`src/rtl/systolic_pkg.sv`:
```
`default_nettype none
// ============================================================================
// Module   : systolic_pkg
// Brief    : Shared constants, drain FSM encoding and index-width helper for the
//            systolic MAC array and its result unloader.
// Revision : 1.0
// ============================================================================
package systolic_pkg;

  localparam int unsigned c_data_width_def = 32;
  localparam int unsigned c_n_def          = 3;
  localparam int unsigned c_m_def          = 3;

  typedef enum logic [1:0] {
    ST_IDLE  = 2'd0,
    ST_DRAIN = 2'd1,
    ST_DONE  = 2'd2
  } drain_state_t;

  // Counter width for an index over n positions; a single position still needs one bit.
  function automatic int unsigned idx_width(input int unsigned n);
    return (n > 1) ? $clog2(n) : 1;
  endfunction

  localparam int unsigned c_row_w_def = idx_width(c_n_def);
  localparam int unsigned c_col_w_def = idx_width(c_m_def);

endpackage
`default_nettype wire

```
`src/rtl/result_snapshot.sv`:
```
`default_nettype none
// ============================================================================
// Module   : result_snapshot
// Brief    : N x M accumulator snapshot bank with capture enable and row/col read.
// Revision : 1.0
// ============================================================================
module result_snapshot
  import systolic_pkg::*;
#(
  parameter int unsigned DATA_WIDTH = c_data_width_def,
  parameter int unsigned N          = c_n_def,
  parameter int unsigned M          = c_m_def
) (
  input  logic                         clk,
  input  logic                         rst,
  input  logic                         i_capture,
  input  logic [N*M*DATA_WIDTH-1:0]    i_c_flat,
  input  logic [idx_width(N)-1:0]      i_rd_row,
  input  logic [idx_width(M)-1:0]      i_rd_col,
  output logic [DATA_WIDTH-1:0]        o_rd_data
);

  logic [DATA_WIDTH-1:0] w_bank [N][M];

  genvar gi, gj;
  generate
    for (gi = 0; gi < N; gi++) begin : g_row
      for (gj = 0; gj < M; gj++) begin : g_col
        logic [DATA_WIDTH-1:0] r_elem;

        always_ff @(posedge clk or negedge rst) begin
          if (!rst) begin
            r_elem <= '0;
          end else if (i_capture) begin
            r_elem <= i_c_flat[(gi*M+gj)*DATA_WIDTH +: DATA_WIDTH];
          end
        end

        assign w_bank[gi][gj] = r_elem;
      end
    end
  endgenerate

  assign o_rd_data = w_bank[i_rd_row][i_rd_col];

endmodule
`default_nettype wire

```
`src/rtl/systolic_drain.sv`:
```
`default_nettype none
// ============================================================================
// Module   : systolic_drain
// Brief    : Snapshots the MAC array results on load and streams them out
//            row-major over valid/ready, pulsing finished after the last one.
// Revision : 1.0
// ============================================================================
module systolic_drain
  import systolic_pkg::*;
#(
  parameter int unsigned DATA_WIDTH = c_data_width_def,
  parameter int unsigned N          = c_n_def,
  parameter int unsigned M          = c_m_def
) (
  input  logic                         clk,
  input  logic                         rst,
  input  logic                         load,
  input  logic [N*M*DATA_WIDTH-1:0]    C_flat,
  input  logic                         res_ready,
  output logic                         res_valid,
  output logic [DATA_WIDTH-1:0]        res_data,
  output logic [idx_width(N)-1:0]      res_row,
  output logic [idx_width(M)-1:0]      res_col,
  output logic                         res_last,
  output logic                         finished,
  output logic                         busy,
  output logic                         overflow
);

  localparam int unsigned c_row_w = idx_width(N);
  localparam int unsigned c_col_w = idx_width(M);
  localparam logic [c_row_w-1:0] c_last_row = c_row_w'(N-1);
  localparam logic [c_col_w-1:0] c_last_col = c_col_w'(M-1);

  drain_state_t           r_state;
  drain_state_t           w_state_nxt;
  logic [c_row_w-1:0]     r_row;
  logic [c_col_w-1:0]     r_col;
  logic                   r_overflow;
  logic                   w_capture;
  logic                   w_handshake;
  logic                   w_at_last;
  logic [DATA_WIDTH-1:0]  w_snap_data;

  result_snapshot #(
    .DATA_WIDTH (DATA_WIDTH),
    .N          (N),
    .M          (M)
  ) u_snapshot (
    .clk        (clk),
    .rst        (rst),
    .i_capture  (w_capture),
    .i_c_flat   (C_flat),
    .i_rd_row   (r_row),
    .i_rd_col   (r_col),
    .o_rd_data  (w_snap_data)
  );

  always_ff @(posedge clk or negedge rst) begin
    if (!rst) begin
      r_state <= ST_IDLE;
    end else begin
      r_state <= w_state_nxt;
    end
  end

  always_comb begin
    w_state_nxt = r_state;
    case (r_state)
      ST_IDLE:  if (load) w_state_nxt = ST_DRAIN;
      ST_DRAIN: if (w_handshake && w_at_last) w_state_nxt = ST_DONE;
      ST_DONE:  w_state_nxt = ST_IDLE;
      default:  w_state_nxt = ST_IDLE;
    endcase
  end

  always_comb begin
    w_capture = 1'b0;
    res_valid = 1'b0;
    busy      = 1'b0;
    finished  = 1'b0;
    case (r_state)
      ST_IDLE:  w_capture = load;
      ST_DRAIN: begin
        res_valid = 1'b1;
        busy      = 1'b1;
      end
      ST_DONE:  begin
        busy     = 1'b1;
        finished = 1'b1;
      end
      default:  ;
    endcase
  end

  assign w_handshake = res_valid & res_ready;
  assign w_at_last   = (r_row == c_last_row) && (r_col == c_last_col);

  // Both counters return to zero after the final element so IDLE always shows (0,0).
  always_ff @(posedge clk or negedge rst) begin
    if (!rst) begin
      r_row <= '0;
      r_col <= '0;
    end else if (w_capture) begin
      r_row <= '0;
      r_col <= '0;
    end else if (w_handshake) begin
      if (r_col == c_last_col) begin
        r_col <= '0;
        r_row <= w_at_last ? '0 : r_row + c_row_w'(1);
      end else begin
        r_col <= r_col + c_col_w'(1);
      end
    end
  end

  always_ff @(posedge clk or negedge rst) begin
    if (!rst) begin
      r_overflow <= 1'b0;
    end else if (load && (r_state != ST_IDLE)) begin
      r_overflow <= 1'b1;
    end
  end

  assign res_data = res_valid ? w_snap_data : '0;
  assign res_row  = r_row;
  assign res_col  = r_col;
  assign res_last = res_valid & w_at_last;
  assign overflow = r_overflow;

endmodule
`default_nettype wire

```
`config.mk`:
```
export PLATFORM = sky130hd
export DESIGN_NAME = systolic_drain
export DESIGN_NICKNAME = d
export VERILOG_FILES = /design/src/rtl/systolic_pkg.sv /design/src/rtl/result_snapshot.sv /design/src/rtl/systolic_drain.sv
export SDC_FILE = /design/constraint.sdc
export NUM_CORES = 1
export LEC_CHECK = 0
export ABC_AREA = 1
export BUFFER_PORTS_ARGS = -buffer_cell sky130_fd_sc_hd__buf_2
export CORE_UTILIZATION = 45
export DETAILED_ROUTE_END_ITERATION = 12
export GPL_TIMING_DRIVEN = 0
export HOLD_SLACK_MARGIN = 0.08
export PLACE_DENSITY = 0.68
export SETUP_SLACK_MARGIN = 0.5
export SLEW_MARGIN = 15
export SYNTH_ARGS = -nofsm -noshare
export SYNTH_HDL_FRONTEND = slang
export SYNTH_HIERARCHICAL = 1
export SYNTH_SLANG_ARGS = --single-unit
```
`constraint.sdc`:
```
create_clock -name clk -period 2 [get_ports clk]
set_input_delay 0.6 -clock clk [delete_from_list [all_inputs] [get_ports clk]]
set_output_delay 0.6 -clock clk [all_outputs]
set_load 0.005 [all_outputs]
```
==> results by group, run 1 <==
Setup path
  – Reg2reg setup slack: -470 ps
  – Reg-to-Reg End: u_snapshot/g_row[1].g_col[1].r_elem[23]
  – Worst-path fanout max: 8
  – Setup CP Type: reg -> out
  – Critical path arrival: 2160 ps
  – Crit start category: flip-flop
  – FF-to-FF Start: r_state[0]
  – CP required: 1400 ps
  – Cells on worst reg2reg path: 18
  – Crit end category: primary output

Synthesis
  – Area share of the largest cell type after synthesis: 0.506
  – Most common flop cell mapped by yosys: dfrtp_1
  – Post-synth ARST share: 1.00
  – Seq/Total Area, Yosys: 0.506
  – Synth warnings: 6
  – Post-synth EDFFs: 0
  – Synthesized flop and latch total: 295
  – Post-synthesis compound-gate area fraction: 0.130
  – Adder-cell share of the synthesized area: 0.00343
  – Post-Synth XOR/XNOR Area: 0
  – Post-synthesis simple-gate area fraction: 0.188
  – Mapped Area: 0.0146 mm^2
  – Syn nets: 2,099
  – Synth area leaders: dfrtp_1, nand2_1, o21ai_0
  – Post-Synthesis Cells: 1,803
  – Syn avg cell area: 8.08 um^2
  – Most area-hungry cell type in the Yosys netlist: dfrtp_1
  – Cell variety after synth: 27
  – Multiplexer share of the synthesized area: 0.0551
  – Largest family of logic cells by synthesized area: simple AND/OR/NAND/NOR gates

Timing
  – Final Setup Violations: 324
  – Final Skew: 12.6 ps
  – Setup ws final: -757 ps
  – Time the worst path needs with I/O delays and setup: 2760 ps
  – Setup TNS: -122,620 ps
  – RSZ-0062 raised after global routing: true
  – Max_slew headroom: 0.471
  – Fin Hold WS: -9.37 ps
  – Final Cycle Share: 1.38
  – Final slew viol count: 0
  – Worst-margin pin slew: 792 ps
  – Final hold violation count: 8
  – Fmax: 363 MHz

Floorplanning
  – Die Y: 182 um
  – Die area: 0.0331 mm^2
  – # rows: 65
  – Initial Utilization: 0.460
  – Core ar.: 0.0317 mm^2
  – Die width: 182 um
  – Io pins: 333

Layout
  – Share of layout cells above drive strength 1: 0.500
  – Synth-to-Final Area Change: 57.5%
  – Fillers: 2,321
  – Final core utilization: 0.724
  – Final #Nets: 2,580

Routing
  – Routed Antenna Nets: 0
  – Vias per cell: 5.39
  – Pre-Repair DR Iteration Count: 5
  – Routed WL per cell: 20.4 um
  – Post-Route WL: 55.5 mm
  – Via count: 14,625
  – Initial DRC count: 1,208
  – DRC: 0

Clock network
  – CTS Sinks: 295
  – CTS tree: done
  – Root Driver: clkbuf_16
  – TritonCTS Buffers: 35
  – Worst-path clk slew: 60 ps
  – H-Tree Depth: 2
  – Worst-Skew Late Latency: 510 ps
  – Max Root-Sink Buffers: 3

GRT
  – Vias in the first global route: 14,284
  – Largest net degree at the start of global routing: 103
  – Gr usage total: 0.317
  – Global-route wire length before repair: 79.4 mm
  – Grt ovf: 0
  – Initial antenna violation count: 5

Power
  – VDD IR max: 800 uV
  – PwrDens: 1520 mW/mm^2
  – LEAKAGE: 12.2 nW

Outcome
  – Status: complete, but fails checks
  – Failing checks: hold timing, setup timing

Placement
  – IO Port Bufs: 332
  – DP Wirelength: 35.5 mm
  – Final Wtd Congestion: 0.889

Flow run
  – Total of max-cap violations: 0

Min path
  – Hold Path Class: in -> async
[routing by layer]
layer / track usage / vias to the layer above / wire length, um
li1: - / 6655 / -
met1: 0.437 / 7143 / 23100
met2: 0.508 / 684 / 26400
met3: 0.0463 / 139 / 3730
met4: 0.121 / 4 / 2190
met5: 0 / - / 27
[placed cells by master, fill, tap and decap left out, types with 31 or more instances in the layout]
cell       count
buf_2        334
nand2_1      332
dfrtp_1      291
inv_1        253
o21ai_1      157
nand2_2      151
nand2_4      141
o21ai_2      130
mux2_4        64
buf_12        52
clkbuf_16     45
buf_6         39
nand3_1       38
buf_16        33
o211ai_1      32
a21oi_1       31
buf_4         31
[cells by family after synthesis]
logic type               Yosys count
AND/OR/NAND/NOR                  698
buffers and inverters            383
flip-flops                       295
AO/OA/AOI/OAI                    359
adder cells (fa/ha/maj)            4
multiplexers                      64
[final cells by class]
class                      instances  area (um^2)  share of cell area
buffer                           114         1400              0.0608
inverter                         269         1040              0.0455
clock buffer                      53         1050              0.0456
clock inverter                    10         57.6             0.00251
sequential                       295         7390               0.322
multi-input combinational       1125         7800               0.340
timing repair buffer             444         3720               0.162
tap                              402          503              0.0219
antenna                            3         7.51            0.000327
[timing repair]
item / in CTS / in global routing
cloned: 31 / 8
hold endpoints to repair: 60 / 17
resized for setup: 349 / 547
setup endpoints to repair: 329 / 335
setup buffers: 53 / 16
pin swaps: 59 / 52
[registers in the layout, summed over array words and instances (netlist names)]
| register | flops |
|---|---|
| res_row | 2 |
| res_col | 2 |
| overflow | 1 |
| u_snapshot/g_row.g_col.r_elem | 288 |
| r_state | 2 |
[report_power, final]
part / switching [mW] / internal (mW)
sequential: 1.10 / 8.95
clock: 2.56 / 3.62
combinational: 10.3 / 8.47
total: 14.0 / 21.0
[synth_stat cells (4+ instances only)]
cell	number
a21oi_1	33
inv_1	264
mux2_4	22
clkbuf_1	31
nand3_1	66
mux2_2	42
buf_2	43
o211ai_1	32
o21ai_1	60
ha_1	4
buf_1	4
nand2_1	620
o21ai_0	229
buf_6	23
dfrtp_1	295
buf_4	13
inv_2	5
[worst max-delay path by stage]
| stage | from | slack, ps | to | depth (start not counted) |
|---|---|---|---|---|
| CTS | res_col[0] | -740 | res_data[1] | 13 |
| floorplan | res_row[1] | 140 | res_data[2] | 10 |
| global placement | rst | -5310 | u_snapshot/g_row[0].g_col[2].r_elem[3] | 1 |
| finish | res_col[0] | -760 | res_data[25] | 13 |
| global route | res_row[1] | -840 | res_data[27] | 11 |
| detailed placement | res_col[0] | -510 | res_data[18] | 12 |
[critical path, cell delays in order, from the launching register on]
cell and delay (ps):
dfrtp_2 420, buf_8 160, clkinvlp_4 100, buf_6 130, buf_8 140, nand3_2 70, nand2_2 80, nand2_2 60
nand2_1 70, nand2_1 60, nand2_1 70, nand2_1 70, inv_2 90, buf_2 110
[per-stage QoR]
stage / power, mW / cell area, um^2 / cells / setup slack, ps
2_1_floorplan: 18.3 / 15000 / 1803 / 142
3_3_place_gp: 22.0 / 17200 / 2537 / -5310
3_5_place_dp: 22.3 / 17300 / 2540 / -506
4_1_cts: 31.8 / 20700 / 2687 / -736
5_1_grt: 36.8 / 23000 / 2715 / -841
6_report: 35.0 / 23000 / 2715 / -757
(Power assumes the default switching activity.)
==> inputs of run 2 (changes only) <==
Settings changed: CORE_UTILIZATION 45 to 33, HOLD_SLACK_MARGIN 0.08 to 0.05, PLACE_DENSITY 0.68 to not set, SKIP_CTS_REPAIR_TIMING set to 1.
==> run 2 against run 1 <==
- total power decreased by 3.5%
- clock skew increased by 4.0 ps
- critical path type unchanged
- the flow finishes with violations (setup timing)
- global-route usage decreased by 8.6 points
- sequential power hardly changed
- critical path depth stayed put
- clock power grew 3.4%
- routed wire length rose by 3.2%
==> results by group, run 2 (synthesized netlist as in run 1, its figures left out) <==
Outcome
  – Status: complete, but fails checks
  – Failing checks: setup timing

Min path
  – Hold Path Class: in -> async

Clock network
  – H-Tree Depth: 2
  – Worst-path clk slew: 60 ps
  – Root Driver: clkbuf_16
  – CTS Sinks: 295
  – TritonCTS Buffers: 36
  – CTS tree: done
  – Worst-Skew Late Latency: 560 ps
  – Max Root-Sink Buffers: 3

Timing
  – Worst-margin pin slew: 530 ps
  – Max_slew headroom: 0.647
  – Final Cycle Share: 1.41
  – Setup ws final: -810 ps
  – Final Skew: 16.6 ps
  – RSZ-0062 raised after global routing: true
  – Final Setup Violations: 34
  – Final hold violation count: 0
  – Setup TNS: -24,730 ps
  – Final slew viol count: 0
  – Fmax: 356 MHz
  – Time the worst path needs with I/O delays and setup: 2810 ps

Layout
  – Share of layout cells above drive strength 1: 0.480
  – Largest Register: u_snapshot/g_row.g_col.r_elem
  – Number of flip-flops in the largest register: 288
  – Synth-to-Final Area Change: 52.8%
  – Most frequent cells in the layout: nand2_1, buf_2, dfrtp_1, inv_1, o21ai_1
  – Final #Nets: 2,538
  – Fillers: 4,059
  – Most common cell after layout, fill and taps aside: nand2_1
  – Fin area: 0.0223 mm^2

Floorplanning
  – Die area: 0.0450 mm^2
  – Die width: 212 um
  – Core ar.: 0.0434 mm^2
  – Initial Utilization: 0.336
  – Die Y: 212 um
  – Io pins: 333
  – # rows: 76

Placement
  – DP Wirelength: 39.8 mm
  – Placed cell area: 0.0175 mm^2
  – Final Wtd Congestion: 0.898
  – IO Port Bufs: 332

Routing
  – DRC: 0
  – Vias per cell: 4.84
  – Initial DRC count: 869
  – Pre-Repair DR Iteration Count: 5
  – Via count: 13,840
  – Post-Route WL: 57.2 mm
  – Routed WL per cell: 20.0 um
  – Routed Antenna Nets: 0

Setup path
  – CP required: 1400 ps
  – FF-to-FF Start: r_state[1]
  – Cells on worst reg2reg path: 11
  – Crit end category: primary output
  – Worst-path fanout max: 7
  – Critical path arrival: 2210 ps
  – Reg-to-Reg End: u_snapshot/g_row[1].g_col[0].r_elem[26]
  – Setup CP Type: reg -> out
  – Reg2reg setup slack: 10 ps
  – Crit start category: flip-flop

GRT
  – Initial antenna violation count: 5
  – Largest net degree at the start of global routing: 97
  – Vias in the first global route: 13,305
  – Global-route wire length before repair: 76.7 mm
  – Grt ovf: 0
  – Gr usage total: 0.231

Power
  – LEAKAGE: 11.8 nW
  – PwrDens: 1520 mW/mm^2
  – Pwr Total: 33.8 mW
  – VDD IR max: 638 uV

Flow run
  – Total of max-cap violations: 0
run 2: changes by cell type in the layout (fill, tap and decap cells not counted), sizes merged:
cell	change
buf	-68
bufinv	+1
clkbuf	+23
clkinv	+4
clkinvlp	-2
diode	+3
inv	+2
run 2: worst max-delay path: stages (launching register included):
cell and delay, ps:
dfrtp_2 420, buf_8 160, clkinvlp_4 80, buf_12 150, clkbuf_16 160, nand3_1 70, nand2_1 100, nand2_1 70
nand2_1 90, nand2_1 60, nand2_1 70, nand2_1 50, inv_1 80, buf_2 110
run 2: area by class of cell:
| class | instances | area (um^2) | share of cell area |
|---|---|---|---|
| multi-input combinational | 1125 | 7690 | 0.345 |
| sequential | 295 | 7390 | 0.332 |
| timing repair buffer | 401 | 2960 | 0.133 |
| buffer | 114 | 1330 | 0.0599 |
| inverter | 269 | 1030 | 0.0464 |
| clock buffer | 51 | 1020 | 0.0457 |
| tap | 585 | 732 | 0.0329 |
| clock inverter | 15 | 110 | 0.00494 |
| antenna | 6 | 15.0 | 0.000674 |
run 2: how the worst max path moves through the flow:
stage,from,endpoint,cells past startpoint
detailed placement,res_col[0],res_data[14],12
global route,res_col[0],res_data[14],12
floorplan,res_row[1],res_data[2],10
global placement,rst,u_snapshot/g_row[0].g_col[2].r_elem[20],1
finish,res_col[0],res_data[24],13
CTS,res_col[0],res_data[14],12
run 2: per-stage QoR:
| stage | std cells | hold WS, ps | utilization | worst slack [ps] |
|---|---|---|---|---|
| final | 2861 | 55.1 | 0.514 | -810 |
| after global placement | 2720 | 462 | 0.401 | -5380 |
| after detailed placement | 2723 | 457 | 0.403 | -606 |
| after floorplan | 1803 | 304 | - | 142 |
| after global routing | 2859 | 74.4 | 0.514 | -892 |
| after CTS | 2789 | -104 | 0.429 | -1200 |
run 2: report_power, final:
part	switching, mW	internal (mW)
combinational	9.88	7.45
clock	2.69	3.69
sequential	1.10	8.95
run 2: per-layer routing:
metal	vias to the layer above	share of wire	GRT usage	wire, um
met5	-	0.00017	0	10
met3	93	0.056	0.0366	3180
li1	6562	-	-	-
met4	2	0.031	0.0877	1800
met2	473	0.46	0.355	26200
met1	6710	0.46	0.325	26100
==> inputs of run 3 (changes only) <==
Settings changed: SYNTH_HIERARCHICAL 1 to not set.
Clock period 2 ns to 2.8 ns, I/O delays scaled along.
==> run 3 against run 2 <==
- the run still ends with setup timing left
- combinational power shrank 42%
- critical endpoint is now res_data[20]
- register-to-register slack gained 590 ps
- sequential cell count unchanged
- total power decreased by 34%
- cell area is 16% lower
- highest routed layer unchanged
- synthesized cell count is 11% lower
- die area fell by 3.1%
==> results by group, run 3 <==
Floorplanning
  – Die Y: 209 um
  – Die area: 0.0436 mm^2
  – Die width: 209 um
  – Io pins: 333
  – Core ar.: 0.0420 mm^2
  – Initial Utilization: 0.336
  – # rows: 75

Setup path
  – Reg-to-Reg End: u_snapshot.g_row[1].g_col[2].r_elem[0]
  – Buf/Inv on CP: 6
  – CP Cell Sequence: inv_4 > buf_8 > nor2_4 > buf_6 > buf_12 > buf_8 > nand3_2 > nand2_2 > nor2_2 > a21oi_2 > buf_2
  – Worst setup path start: res_row[1]
  – Crit start category: flip-flop
  – Critical path arrival: 2210 ps
  – Most frequent CP cell: buf_8
  – CP required: 1960 ps
  – Crit end category: primary output
  – Reg2reg setup slack: 600 ps
  – Setup CP Type: reg -> out
  – Crit-path slowest cell: dfrtp_2
  – CP top delay family: buffers and inverters
  – Crit-path max cell delay: 380 ps
  – FF-to-FF Start: r_state[0]
  – Worst-path fanout max: 7
  – Cells on worst reg2reg path: 7

Synthesis
  – Post-Synthesis Cells: 1,599
  – Seq/Total Area, Yosys: 0.523
  – Syn avg cell area: 8.83 um^2
  – Multiplexer share of the synthesized area: 0.147
  – Syn nets: 1,895
  – Area share of the largest cell type after synthesis: 0.523
  – Adder-cell share of the synthesized area: 0.00355
  – Most frequent cell after synthesis: nand2_1
  – Mapped Area: 0.0141 mm^2
  – Cell variety after synth: 21
  – Synthesized flop and latch total: 295
  – Most common flop cell mapped by yosys: dfrtp_1
  – Synth warnings: 0
  – Top cells by count, synth: nand2_1, dfrtp_1, mux2_2
  – Largest family of logic cells by synthesized area: simple AND/OR/NAND/NOR gates
  – Post-synth ARST share: 1.00
  – Post-synthesis simple-gate area fraction: 0.204
  – Most area-hungry cell type in the Yosys netlist: dfrtp_1
  – Post-synthesis compound-gate area fraction: 0.0512
  – Post-Synth XOR/XNOR Area: 0
  – Synth area leaders: dfrtp_1, mux2_2, nand2_1
  – Post-synth EDFFs: 0

Timing
  – Max_slew headroom: 0.528
  – Fmax: 328 MHz
  – Setup ws final: -253 ps
  – Final Skew: 12.1 ps
  – Final slew viol count: 0
  – Time the worst path needs with I/O delays and setup: 3050 ps
  – Final hold violation count: 0
  – RSZ-0062 raised after global routing: true
  – Final Cycle Share: 1.09
  – Worst-margin pin slew: 709 ps
  – Final Setup Violations: 32
  – Fin Hold WS: 207 ps

Routing
  – Initial DRC count: 721
  – Pre-Repair DR Iteration Count: 5
  – DRC: 0
  – Routed WL per cell: 20.6 um
  – Routed Antenna Nets: 0
  – Vias per cell: 4.86
  – Via count: 12,440
  – Post-Route WL: 52.8 mm

Layout
  – Fin area: 0.0187 mm^2
  – Final core utilization: 0.446
  – Area of the multi-input gates: 0.00605 mm^2
  – Largest Register: u_snapshot.g_row.g_col.r_elem
  – Most frequent cells in the layout: nand2_1, buf_2, dfrtp_1, mux2_2, inv_1
  – Most common cell after layout, fill and taps aside: nand2_1
  – Number of flip-flops in the largest register: 288
  – FF/Latch Area: 0.00739 mm^2
  – Final #Nets: 2,290
  – Share of layout cells above drive strength 1: 0.392
  – Fillers: 4,138
  – Synth-to-Final Area Change: 32.8%

Placement
  – DP Wirelength: 40.3 mm
  – IO Port Bufs: 332
  – Final Wtd Congestion: 0.875
  – Placed cell area: 0.0165 mm^2

Clock network
  – H-Tree Depth: 2
  – CTS tree: done
  – Worst-Skew Late Latency: 550 ps
  – CTS Sinks: 295
  – Max Root-Sink Buffers: 3
  – Worst-path clk slew: 60 ps
  – Root Driver: clkbuf_16
  – TritonCTS Buffers: 36

GRT
  – Grt ovf: 0
  – Global-route wire length before repair: 76.8 mm
  – Vias in the first global route: 12,671
  – Gr usage total: 0.241
  – Largest net degree at the start of global routing: 102
  – Initial antenna violation count: 15

Outcome
  – Failing checks: setup timing
  – Status: complete, but fails checks

Flow run
  – Total of max-cap violations: 0

Power
  – PwrDens: 1190 mW/mm^2
  – LEAKAGE: 9.63 nW
  – VDD IR max: 685 uV

Min path
  – Hold Path Class: in -> async
## run 3: cell count changes after synthesis, sizes merged
cell	previous run	this run
buf	83	62
o22ai	0	2
nor3	1	0
clkbuf	31	33
o211ai	32	0
a21oi	34	115
mux2	64	184
nand3	66	101
inv	269	149
nand2	624	494
nand4	0	1
o21ai	291	24
nor2	7	133
## run 3: worst max-delay path by stage
stage	endpoint	slack (ps)	cells past startpoint
2_1_floorplan	res_data[12]	600	9
5_1_grt	res_data[7]	-310	11
3_5_place_dp	res_data[20]	-430	10
3_3_place_gp	u_snapshot.g_row[2].g_col[1].r_elem[28]	-4860	1
6_report	res_data[20]	-250	11
4_1_cts	res_data[20]	-1020	10
## run 3: layer usage
metal | global-route usage | share of wire | vias up | routed length [um]
li1 | - | - | 5862 | -
met1 | 0.299 | 0.42 | 6050 | 22200
met2 | 0.403 | 0.48 | 413 | 25300
met3 | 0.0582 | 0.068 | 95 | 3590
met4 | 0.0900 | 0.029 | 20 | 1530
met5 | 0.0122 | 0.0023 | - | 121
## run 3: worst register-to-register path: stages (launching register included)
cell and delay (ps):
dfrtp_1 410, inv_2 70, ha_1 240, nand2_2 200, clkbuf_4 300, clkbuf_1 580
nor2_1 170, a21oi_1 160
## run 3: kinds of logic (layout without fill, tap and decap cells)
group / after synthesis / in the layout
DFF: 295 / 295
buffers and inverters: 244 / 663
muxes: 184 / 184
other: 0 / 3
adders and majority gates: 4 / 4
and+or+nand+nor: 729 / 729
AOI/OAI and AO/OA: 143 / 143
## run 3: final cells by class
cell class,count,share of cell area
antenna,3,0.000401
buffer,95,0.0393
clock buffer,52,0.0567
clock inverter,10,0.00861
inverter,149,0.0310
multi-input combinational,1060,0.323
sequential,295,0.394
tap,539,0.0360
timing repair buffer,357,0.111
## run 3: where the power goes
| group | internal (mW) | switching [mW] | leakage [nW] |
|---|---|---|---|
| sequential | 6.41 | 0.977 | 3.37 |
| clock | 3.00 | 1.87 | 0.604 |
| combinational | 4.19 | 5.84 | 5.66 |
## run 3: per-stage QoR
stage          power (mW)  setup slack, ps  setup TNS [ps]  cells
2_1_floorplan        12.9              596               0   1599
3_3_place_gp         16.0            -4860        -1424500   2470
3_5_place_dp         16.3             -426           -5470   2473
4_1_cts              21.2            -1020          -25050   2535
5_1_grt              23.8             -312           -8460   2557
6_report             22.3             -253           -5810   2560
